### config.mk
export PLATFORM = sky130hd
export DESIGN_NAME = decryption_counter_flat
export DESIGN_NICKNAME = d
export VERILOG_FILES = /design/src/rtl/decryption_counter_if.sv /design/src/rtl/decryption_counter.sv /design/src/flat_wrapper.sv
export SDC_FILE = /design/constraint.sdc
export NUM_CORES = 1
export LEC_CHECK = 0
export ABC_AREA = 1
export BUFFER_PORTS_ARGS = -buffer_cell sky130_fd_sc_hd__buf_4
export CAP_MARGIN = 20
export CELL_PAD_IN_SITES_DETAIL_PLACEMENT = 1
export CELL_PAD_IN_SITES_GLOBAL_PLACEMENT = 2
export CORE_MARGIN = 1.5
export CORE_UTILIZATION = 30
export CTS_CLUSTER_DIAMETER = 100
export CTS_CLUSTER_SIZE = 30
export DETAILED_ROUTE_END_ITERATION = 12
export HOLD_SLACK_MARGIN = 0.1
export PLACE_DENSITY = 0.76
export SLEW_MARGIN = 25
export SYNTH_ARGS = -nofsm -noshare
export SYNTH_HDL_FRONTEND = slang
export SYNTH_SLANG_ARGS = --single-unit
### constraint.sdc
create_clock -name clk -period 1.8 [get_ports clk]
set_clock_uncertainty 0.15 [all_clocks]
set_input_delay 0.36 -clock clk [delete_from_list [all_inputs] [get_ports clk]]
set_output_delay 0.36 -clock clk [all_outputs]
set_load 0.005 [all_outputs]
### src/rtl/decryption_counter_if.sv
// Control bundle between the AES-128 decryption sequencer and its datapath.
// The sequencer drives everything except start.
interface decryption_counter_if;
  logic        start;
  logic        kexp_start;
  logic        add_start;
  logic        ishift_start;
  logic        isub_start;
  logic        ikey_start;
  logic        imix_start;
  logic [31:0] key_RC;
  logic        mux1_sel;
  logic [1:0]  mux2_sel;
  logic [3:0]  round;
  logic        busy;
  logic        counter_done;

  modport master (
    output start,
    input  kexp_start, add_start, ishift_start, isub_start, ikey_start, imix_start,
    input  key_RC, mux1_sel, mux2_sel, round, busy, counter_done
  );

  modport slave (
    input  start,
    output kexp_start, add_start, ishift_start, isub_start, ikey_start, imix_start,
    output key_RC, mux1_sel, mux2_sel, round, busy, counter_done
  );
endinterface

### src/rtl/decryption_counter.sv
// AES-128 inverse-cipher sequencer: a forward key-expansion pre-pass to reach round key 10,
// then inverse rounds. Every output is a register loaded from the current-state decode.
module decryption_counter #(
  parameter int NUM_ROUNDS = 10,  // only 10 (AES-128) is meaningful
  parameter int CNT_W      = 4
) (
  input logic                 clk,
  input logic                 reset_n,
  decryption_counter_if.slave bus
);

  typedef enum logic [3:0] {
    S_IDLE, S_KEXP, S_ADD0, S_ISHIFT, S_ISUB, S_IKEY, S_ADD, S_IMIX, S_FIN
  } state_t;

  typedef struct packed {
    logic        kexp;
    logic        add;
    logic        ishift;
    logic        isub;
    logic        ikey;
    logic        imix;
    logic [31:0] key_rc;
    logic        mux1;
    logic [1:0]  mux2;
    logic [3:0]  round;
    logic        busy;
    logic        done;
  } out_t;

  localparam logic [CNT_W-1:0] LAST_ROUND = CNT_W'(NUM_ROUNDS);
  localparam logic [CNT_W-1:0] LAST_KEXP  = CNT_W'(NUM_ROUNDS - 1);

  // Index 0 holds rcon[1]; the key schedule walks it forward, the inverse schedule backward.
  function automatic logic [7:0] rcon(input logic [CNT_W-1:0] idx);
    case (idx)
      4'd0:    rcon = 8'h01;
      4'd1:    rcon = 8'h02;
      4'd2:    rcon = 8'h04;
      4'd3:    rcon = 8'h08;
      4'd4:    rcon = 8'h10;
      4'd5:    rcon = 8'h20;
      4'd6:    rcon = 8'h40;
      4'd7:    rcon = 8'h80;
      4'd8:    rcon = 8'h1B;
      4'd9:    rcon = 8'h36;
      default: rcon = 8'h00;
    endcase
  endfunction

  state_t           state_q, state_d;
  logic [CNT_W-1:0] k_q, k_d;
  logic [CNT_W-1:0] c_q, c_d;
  out_t             out_q, out_d;

  // NOTE: sequential state uses non-blocking assignments so every register samples pre-edge values.
  always_ff @(posedge clk or negedge reset_n) begin
    if (!reset_n) begin
      state_q <= S_IDLE;
      k_q     <= '0;
      c_q     <= '0;
      out_q   <= '0;
    end else begin
      state_q <= state_d;
      k_q     <= k_d;
      c_q     <= c_d;
      out_q   <= out_d;
    end
  end

  // NOTE: every combinational output gets a default before the case, so no path infers a latch.
  always_comb begin
    state_d      = state_q;
    k_d          = k_q;
    c_d          = c_q;
    out_d        = '0;
    out_d.mux1   = out_q.mux1;
    out_d.mux2   = out_q.mux2;
    out_d.round  = 4'(c_q);

    unique case (state_q)
      S_IDLE: begin
        out_d.mux1 = 1'b0;
        out_d.mux2 = 2'b00;
        if (bus.start) state_d = S_KEXP;
      end
      S_KEXP: begin
        out_d.kexp   = 1'b1;
        out_d.key_rc = {rcon(k_q), 24'h0};
        out_d.busy   = 1'b1;
        k_d          = k_q + 1'b1;
        if (k_q == LAST_KEXP) begin
          k_d     = '0;
          state_d = S_ADD0;
        end
      end
      S_ADD0: begin
        out_d.add  = 1'b1;
        out_d.mux1 = 1'b0;
        out_d.mux2 = 2'b00;
        out_d.busy = 1'b1;
        c_d        = CNT_W'(1);
        state_d    = S_ISHIFT;
      end
      S_ISHIFT: begin
        // The round-state source is chosen once per round, when InvShiftRows fires.
        out_d.ishift = 1'b1;
        out_d.mux1   = 1'b1;
        out_d.mux2   = (c_q == LAST_ROUND) ? 2'b10 : 2'b01;
        out_d.busy   = 1'b1;
        state_d      = S_ISUB;
      end
      S_ISUB: begin
        out_d.isub = 1'b1;
        out_d.busy = 1'b1;
        state_d    = S_IKEY;
      end
      S_IKEY: begin
        out_d.ikey   = 1'b1;
        out_d.key_rc = {rcon(LAST_ROUND - c_q), 24'h0};
        out_d.busy   = 1'b1;
        state_d      = S_ADD;
      end
      S_ADD: begin
        out_d.add  = 1'b1;
        out_d.busy = 1'b1;
        state_d    = (c_q == LAST_ROUND) ? S_FIN : S_IMIX;
      end
      S_IMIX: begin
        out_d.imix = 1'b1;
        out_d.busy = 1'b1;
        c_d        = c_q + 1'b1;
        state_d    = S_ISHIFT;
      end
      S_FIN: begin
        // Plaintext-valid cycle: everything else already back at its idle value.
        out_d.done  = 1'b1;
        out_d.mux1  = 1'b0;
        out_d.mux2  = 2'b00;
        out_d.round = 4'd0;
        c_d         = '0;
        k_d         = '0;
        state_d     = S_IDLE;
      end
      default: state_d = S_IDLE;
    endcase
  end

  assign bus.kexp_start   = out_q.kexp;
  assign bus.add_start    = out_q.add;
  assign bus.ishift_start = out_q.ishift;
  assign bus.isub_start   = out_q.isub;
  assign bus.ikey_start   = out_q.ikey;
  assign bus.imix_start   = out_q.imix;
  assign bus.key_RC       = out_q.key_rc;
  assign bus.mux1_sel     = out_q.mux1;
  assign bus.mux2_sel     = out_q.mux2;
  assign bus.round        = out_q.round;
  assign bus.busy         = out_q.busy;
  assign bus.counter_done = out_q.done;

endmodule

### src/flat_wrapper.sv
// flat-port wrapper written by rule: the top's interface ports become plain ports
module decryption_counter_flat 
#(
  parameter int NUM_ROUNDS = 10,                                    
  parameter int CNT_W      = 4
)
  (clk, reset_n, bus_start, bus_kexp_start, bus_add_start, bus_ishift_start, bus_isub_start, bus_ikey_start, bus_imix_start, bus_key_RC, bus_mux1_sel, bus_mux2_sel, bus_round, bus_busy, bus_counter_done);
  decryption_counter_if bus_i ();
  input logic clk;
  input logic reset_n;
  input wire logic [$bits(bus_i.start)-1:0] bus_start;
  output wire logic [$bits(bus_i.kexp_start)-1:0] bus_kexp_start;
  output wire logic [$bits(bus_i.add_start)-1:0] bus_add_start;
  output wire logic [$bits(bus_i.ishift_start)-1:0] bus_ishift_start;
  output wire logic [$bits(bus_i.isub_start)-1:0] bus_isub_start;
  output wire logic [$bits(bus_i.ikey_start)-1:0] bus_ikey_start;
  output wire logic [$bits(bus_i.imix_start)-1:0] bus_imix_start;
  output wire logic [$bits(bus_i.key_RC)-1:0] bus_key_RC;
  output wire logic [$bits(bus_i.mux1_sel)-1:0] bus_mux1_sel;
  output wire logic [$bits(bus_i.mux2_sel)-1:0] bus_mux2_sel;
  output wire logic [$bits(bus_i.round)-1:0] bus_round;
  output wire logic [$bits(bus_i.busy)-1:0] bus_busy;
  output wire logic [$bits(bus_i.counter_done)-1:0] bus_counter_done;
  assign bus_i.start = bus_start;
  assign bus_kexp_start = bus_i.kexp_start;
  assign bus_add_start = bus_i.add_start;
  assign bus_ishift_start = bus_i.ishift_start;
  assign bus_isub_start = bus_i.isub_start;
  assign bus_ikey_start = bus_i.ikey_start;
  assign bus_imix_start = bus_i.imix_start;
  assign bus_key_RC = bus_i.key_RC;
  assign bus_mux1_sel = bus_i.mux1_sel;
  assign bus_mux2_sel = bus_i.mux2_sel;
  assign bus_round = bus_i.round;
  assign bus_busy = bus_i.busy;
  assign bus_counter_done = bus_i.counter_done;
  decryption_counter #(.NUM_ROUNDS(NUM_ROUNDS), .CNT_W(CNT_W)) u_core (.clk(clk), .reset_n(reset_n), .bus(bus_i));
endmodule
==> results.cfg, run 1 <==
[clock_tree]
clk_latency_ns = 0.28
cts_buffer_depth = 2
clk_pin_slew_worst_paths_ns = 0.07
postCtsSetupBuffers = 0
cts_buffers = 5
cts_num_sinks = 35
cts_tree = built
cts_max_level = 2
cts-root-buf = clkbuf_8

[logic_synthesis]
synthTopCellsByCount = nand2_1 (55), dfrtp_1 (35), buf_4 (24)
synthFlopType = dfrtp_1
synth_cells = 227
yosysMostFrequentCell = nand2_1
synth_seq_area_share_pct = 46.2
synth-async-reset-ratio_pct = 100
synth_top_area_cell = dfrtp_1
netlist_top_cells_area = dfrtp_1 (46%), nand2_1 (11%), buf_4 (9.5%)
synth_area_um2 = 1890
synth.top_cell.area_share_pct = 46.2
synth_area_per_cell_um2 = 8.35
synthDistinctLibCells = 24
synth-seq-cells = 35
synth_edf_count = 0
yosys_warnings = 0

[critical_path]
cp_top_family = simple AND/OR/NAND/NOR gates
cp.required_ns = 1.82
crit_chain = inv_1, ha_1, nand3_1, nand2_1, nand3_1, and2_1
path_buf_inv = 1
worst_path_max_delay_cell = dfrtp_2
cpMostUsedCell = nand3_1
path_class = flip-flop to flip-flop
start_kind = flip-flop
cp_max_fo = 8
arrival_ns = 1.65
cp-end-kind = flip-flop
critPathMaxStageDelay_ns = 0.46

[timing]
drv_slew = 0
min_period_ns = 1.63
setup_viol = 0
finalHoldViolCount = 0
fmax_mhz = 614
setup_tns_ns = 0
rsz0062_at_grt = no
setup_slack_ns = 0.172
finalCritPeriodShare_pct = 90.4

[layout]
drive_above_1_share_pct = 19.2
fill_cells = 736
antenna_cells = 0
syn2layout_area_growth_pct = 16.2
design_area_um2 = 2200
fin_nets = 270

[die]
fp-row-count = 28
die_area_um2 = 6800
die_h_um = 82.5
ios = 50
dieWidth_um = 82.5
core_um2 = 6030
start_util_pct = 31.4

[placed_design]
hpwl_um = 3290
placed_area_um2 = 2090
pre_cts_ws_ns = 0.170
port_buffers = 25
place.gp.congestion = 0.811

[global_route]
grt_pass1_vias = 1503
grt_use_total_pct = 14.4
antenna_found_initial = 0
grt_pass1_wl_um = 7310
grt_overflow = 0
grt_max_degree = 36

[routing]
drc_errors = 0
drtIter0Drc = 53
routedWlPerCell_um = 12.6
ant_nets = 0
via_per_inst = 4.42
drt_wl_total_um = 4240
vias = 1486
dr.pass1.iters = 4

[worst_hold_path]
hold_class = flip-flop to flip-flop

[power_and_ir_drop]
power_density_nw_per_um2 = 655
leakagePower_uw = 0.00122
total_power_uw = 1440
ir_worst_vdd_mv = 0.313

[status]
status = completed

[flow_run]
maxCapViolCount = 0
## kinds of logic (layout without fill, tap and decap cells)
kind of cell	after synthesis	in the layout	synth area share, %
compound gates	24	24	6.87
xor+xnor	1	1	0.462
fa+ha+maj	7	7	4.62
buf+inv	47	58	14.1
flops	35	35	46.2
other cells	1	24	0.198
simple gates	112	112	27.5
## report_power, final
group	switching [uW]	total (uW)	internal [uW]	leakage, uW
registers	0	786	786	0.000443
clock network	274	623	349	0.0000515
logic	27.5	31.7	4.23	0.000728
## sequential cells by signal (all words and copies together), names as in the netlist, 2 cells and up
name	count
u_core.bus.key_RC	8
u_core.bus.mux2_sel	2
u_core.bus.round	4
u_core.c_q	4
u_core.k_q	4
u_core.state_q	4
## area by class of cell
| class | count | area, um^2 | area share [%] |
|---|---|---|---|
| Sequential cell | 35 | 877 | 39.9 |
| Multi-Input combinational cell | 168 | 838 | 38.1 |
| Timing Repair Buffer | 27 | 205 | 9.32 |
| Clock buffer | 8 | 100 | 4.55 |
| Tap cell | 75 | 93.8 | 4.26 |
| Inverter | 23 | 86.3 | 3.92 |
## repair_timing
action                                  4_1_cts  5_1_grt
endpoints found under the hold margin        35        0
endpoints found under the setup margin        0        1
hold buffers                                  1        0
gates resized for setup                       0        1
## worst paths after layout
check / startpoint / endpoint / slack [ns] / cells after the start
max in group asynchronous: reset_n / u_core.c_q[0] / 0.74 / 2
setup / recovery: u_core.c_q[0] / u_core.state_q[1] / 0.17 / 6
min in group asynchronous: reset_n / u_core.bus.round[1] / 0.42 / 2
hold / removal: u_core.bus.mux2_sel[1] / u_core.bus.mux2_sel[1] / 0.38 / 2
hold reg to reg: u_core.bus.mux2_sel[1] / u_core.bus.mux2_sel[1] / 0.38 / 2
setup reg to reg: u_core.c_q[0] / u_core.state_q[1] / 0.17 / 6
## cell usage in the layout (no fill, tap or decap)
master / n
nand2_1: 55
dfrtp_1: 34
buf_4: 26
conb_1: 24
nor2_1: 22
nand3_1: 21
inv_1: 18
o21ai_0: 13
ha_1: 7
clkbuf_8: 7
inv_2: 5
o21ai_1: 5
nand2_4: 3
o22ai_1: 3
nor2_4: 2
nand2_2: 2
nor2_2: 2
nor3_1: 2
nand3_2: 1
nor2_8: 1
o2111ai_1: 1
o211ai_1: 1
and2_1: 1
xor2_1: 1
a21oi_1: 1
clkbuf_1: 1
dlygate4sd3_1: 1
dfrtp_2: 1
## layer usage
metal | share of wire [%] | vias to the layer above | global-route usage, %
met4 | 0.92 | 0 | 4.07
met3 | 4.2 | 4 | 3.19
li1 | - | 735 | -
met2 | 48 | 37 | 23.9
met5 | 0 | - | 0
met1 | 47 | 710 | 18.7
## tightest hold or removal path: stages, from the launching register on
cell	delay, ns
dfrtp_1	0.34
a21oi_1	0.06
nor2_1	0.08
## per-stage QoR
step | util [%] | instances | hold WS (ns)
6_report | 36.5 | 336 | 0.376
5_1_grt | 36.5 | 336 | 0.409
4_1_cts | 36.5 | 336 | 0.381
3_5_place_dp | 34.7 | 327 | 0.206
3_3_place_gp | 34.7 | 327 | 0.201
2_1_floorplan | - | 250 | -0.0856
(Power assumes the default switching activity.)
==> run 2: changes to the inputs <==
- RECOVER_POWER: unset -> 25
==> results.cfg, run 2 (synthesis gave the netlist of run 1 again) <==
[critical_path]
cp.required_ns = 1.82
arrival_ns = 1.65
start_kind = flip-flop
cp-end-kind = flip-flop
path_class = flip-flop to flip-flop
cp_max_fo = 8

[placed_design]
port_buffers = 25
hpwl_um = 3290
placed_area_um2 = 2090
place.gp.congestion = 0.811

[layout]
seq_area_um2 = 877
final_cell_mix = nand2_1 (55), dfrtp_1 (34), buf_4 (25)
multi_input_area_um2 = 838
design_area_um2 = 2200
antenna_cells = 0
syn2layout_area_growth_pct = 16.1
drive_above_1_share_pct = 18.8
fill_cells = 737
fin_nets = 270
largest_register_ffs = 8
final_common_cell = nand2_1

[die]
die_area_um2 = 6800
dieWidth_um = 82.5
die_h_um = 82.5
fp-row-count = 28
start_util_pct = 31.4
ios = 50
core_um2 = 6030

[routing]
vias = 1480
drtIter0Drc = 53
wl_met3_um = 176
ant_nets = 0
via_per_inst = 4.40
met1_length_um = 1980
met2WireLength_um = 2040
routedWlPerCell_um = 12.6
top_layer = met4
dr.pass1.iters = 4
drc_errors = 0
drt_wl_total_um = 4240

[clock_tree]
cts-root-buf = clkbuf_8
cts_max_level = 2
clk_pin_slew_worst_paths_ns = 0.07
cts_num_sinks = 35
cts_buffers = 5
cts_tree = built
clk_latency_ns = 0.28
cts_buffer_depth = 2

[power_and_ir_drop]
p_comb_share_pct = 2.2
p_clk_share_pct = 43.2
ir_worst_vdd_mv = 0.313
leakagePower_uw = 0.00122
seqPwrFrac_pct = 54.6
power.internal_uw = 1140
power_density_nw_per_um2 = 655
swShare_pct = 20.9
power_switching_uw = 300

[global_route]
grt_overflow = 0
grt_pass1_wl_um = 7310
antenna_found_initial = 0
grt_use_total_pct = 14.4
grt_pass1_vias = 1503
grt_max_degree = 36

[status]
status = completed

[timing]
setup_tns_ns = 0
finalHoldViolCount = 0
whs_ns = 0.376
min_period_ns = 1.63
rsz0062_at_grt = no
setup_viol = 0
fmax_mhz = 614
drv_slew = 0
tightest_slew_ns = 0.887
relSlewSlack_pct = 40.9
finalCritPeriodShare_pct = 90.4

[worst_hold_path]
hold_class = flip-flop to flip-flop

[flow_run]
maxCapViolCount = 0
-- run 2: cell types whose count changed in the layout (fill, tap and decap cells not counted), sizes merged --
cell	delta
buf	-1
clkbuf	+1
-- run 2: worst paths after layout --
kind	slack (ns)	to	startpoint	cells after the start
hold / removal	0.38	u_core.bus.mux2_sel[1]	u_core.bus.mux2_sel[1]	2
setup / recovery	0.17	u_core.state_q[1]	u_core.c_q[0]	6
min in group asynchronous	0.58	u_core.bus.round[1]	reset_n	2
setup reg to reg	0.17	u_core.state_q[1]	u_core.c_q[0]	6
hold reg to reg	0.38	u_core.bus.mux2_sel[1]	u_core.bus.mux2_sel[1]	2
max in group asynchronous	0.32	u_core.c_q[0]	reset_n	2
-- run 2: cell type report --
class,count,area share (%)
clock buffers,8,4.55
repair buffers,27,9.22
multi-input cells,168,38.1
well taps,75,4.27
inverters,23,3.93
flip-flops and latches,35,39.9
-- run 2: critical path, stage by stage (launching register included) --
cell and delay [ns]:
dfrtp_2 0.46, inv_1 0.14, ha_1 0.22, nand3_1 0.16
nand2_1 0.16, nand3_1 0.07, and2_1 0.15
-- run 2: repair_timing --
action | CTS | global route
endpoints found under the hold margin | 35 | 0
buffers inserted | 0 | 0
setup endpoints to repair | 0 | 1
resized for setup | 0 | 1
hold buffers | 1 | 0
-- run 2: through the flow --
step                      util, %  setup slack [ns]  total power [uW]  instances
after global routing         36.5            0.0499              1500        336
after detailed placement     34.7             0.170               832        327
final                        36.5             0.172              1440        336
after global placement       34.7             0.200               832        327
after CTS                    36.5             0.156              1470        336
after floorplan                 -             0.387               850        250
-- run 2: routing by layer --
| metal | GRT usage (%) | vias to the layer above |
|---|---|---|
| met5 | 0 | - |
| met2 | 23.9 | 35 |
| met4 | 4.07 | 0 |
| li1 | - | 735 |
| met3 | 3.19 | 4 |
| met1 | 18.7 | 706 |
-- run 2: power by group through the flow --
| stage | sequential, uW | clock (uW) | combinational [uW] |
|---|---|---|---|
| 4_1_cts | 786 | 650 | 33.0 |
| 3_5_place_dp | 801 | 0 | 31.2 |
| 2_1_floorplan | 801 | 0 | 48.7 |
| 3_3_place_gp | 801 | 0 | 30.8 |
| 5_1_grt | 785 | 680 | 37.9 |
| 6_report | 786 | 622 | 31.0 |
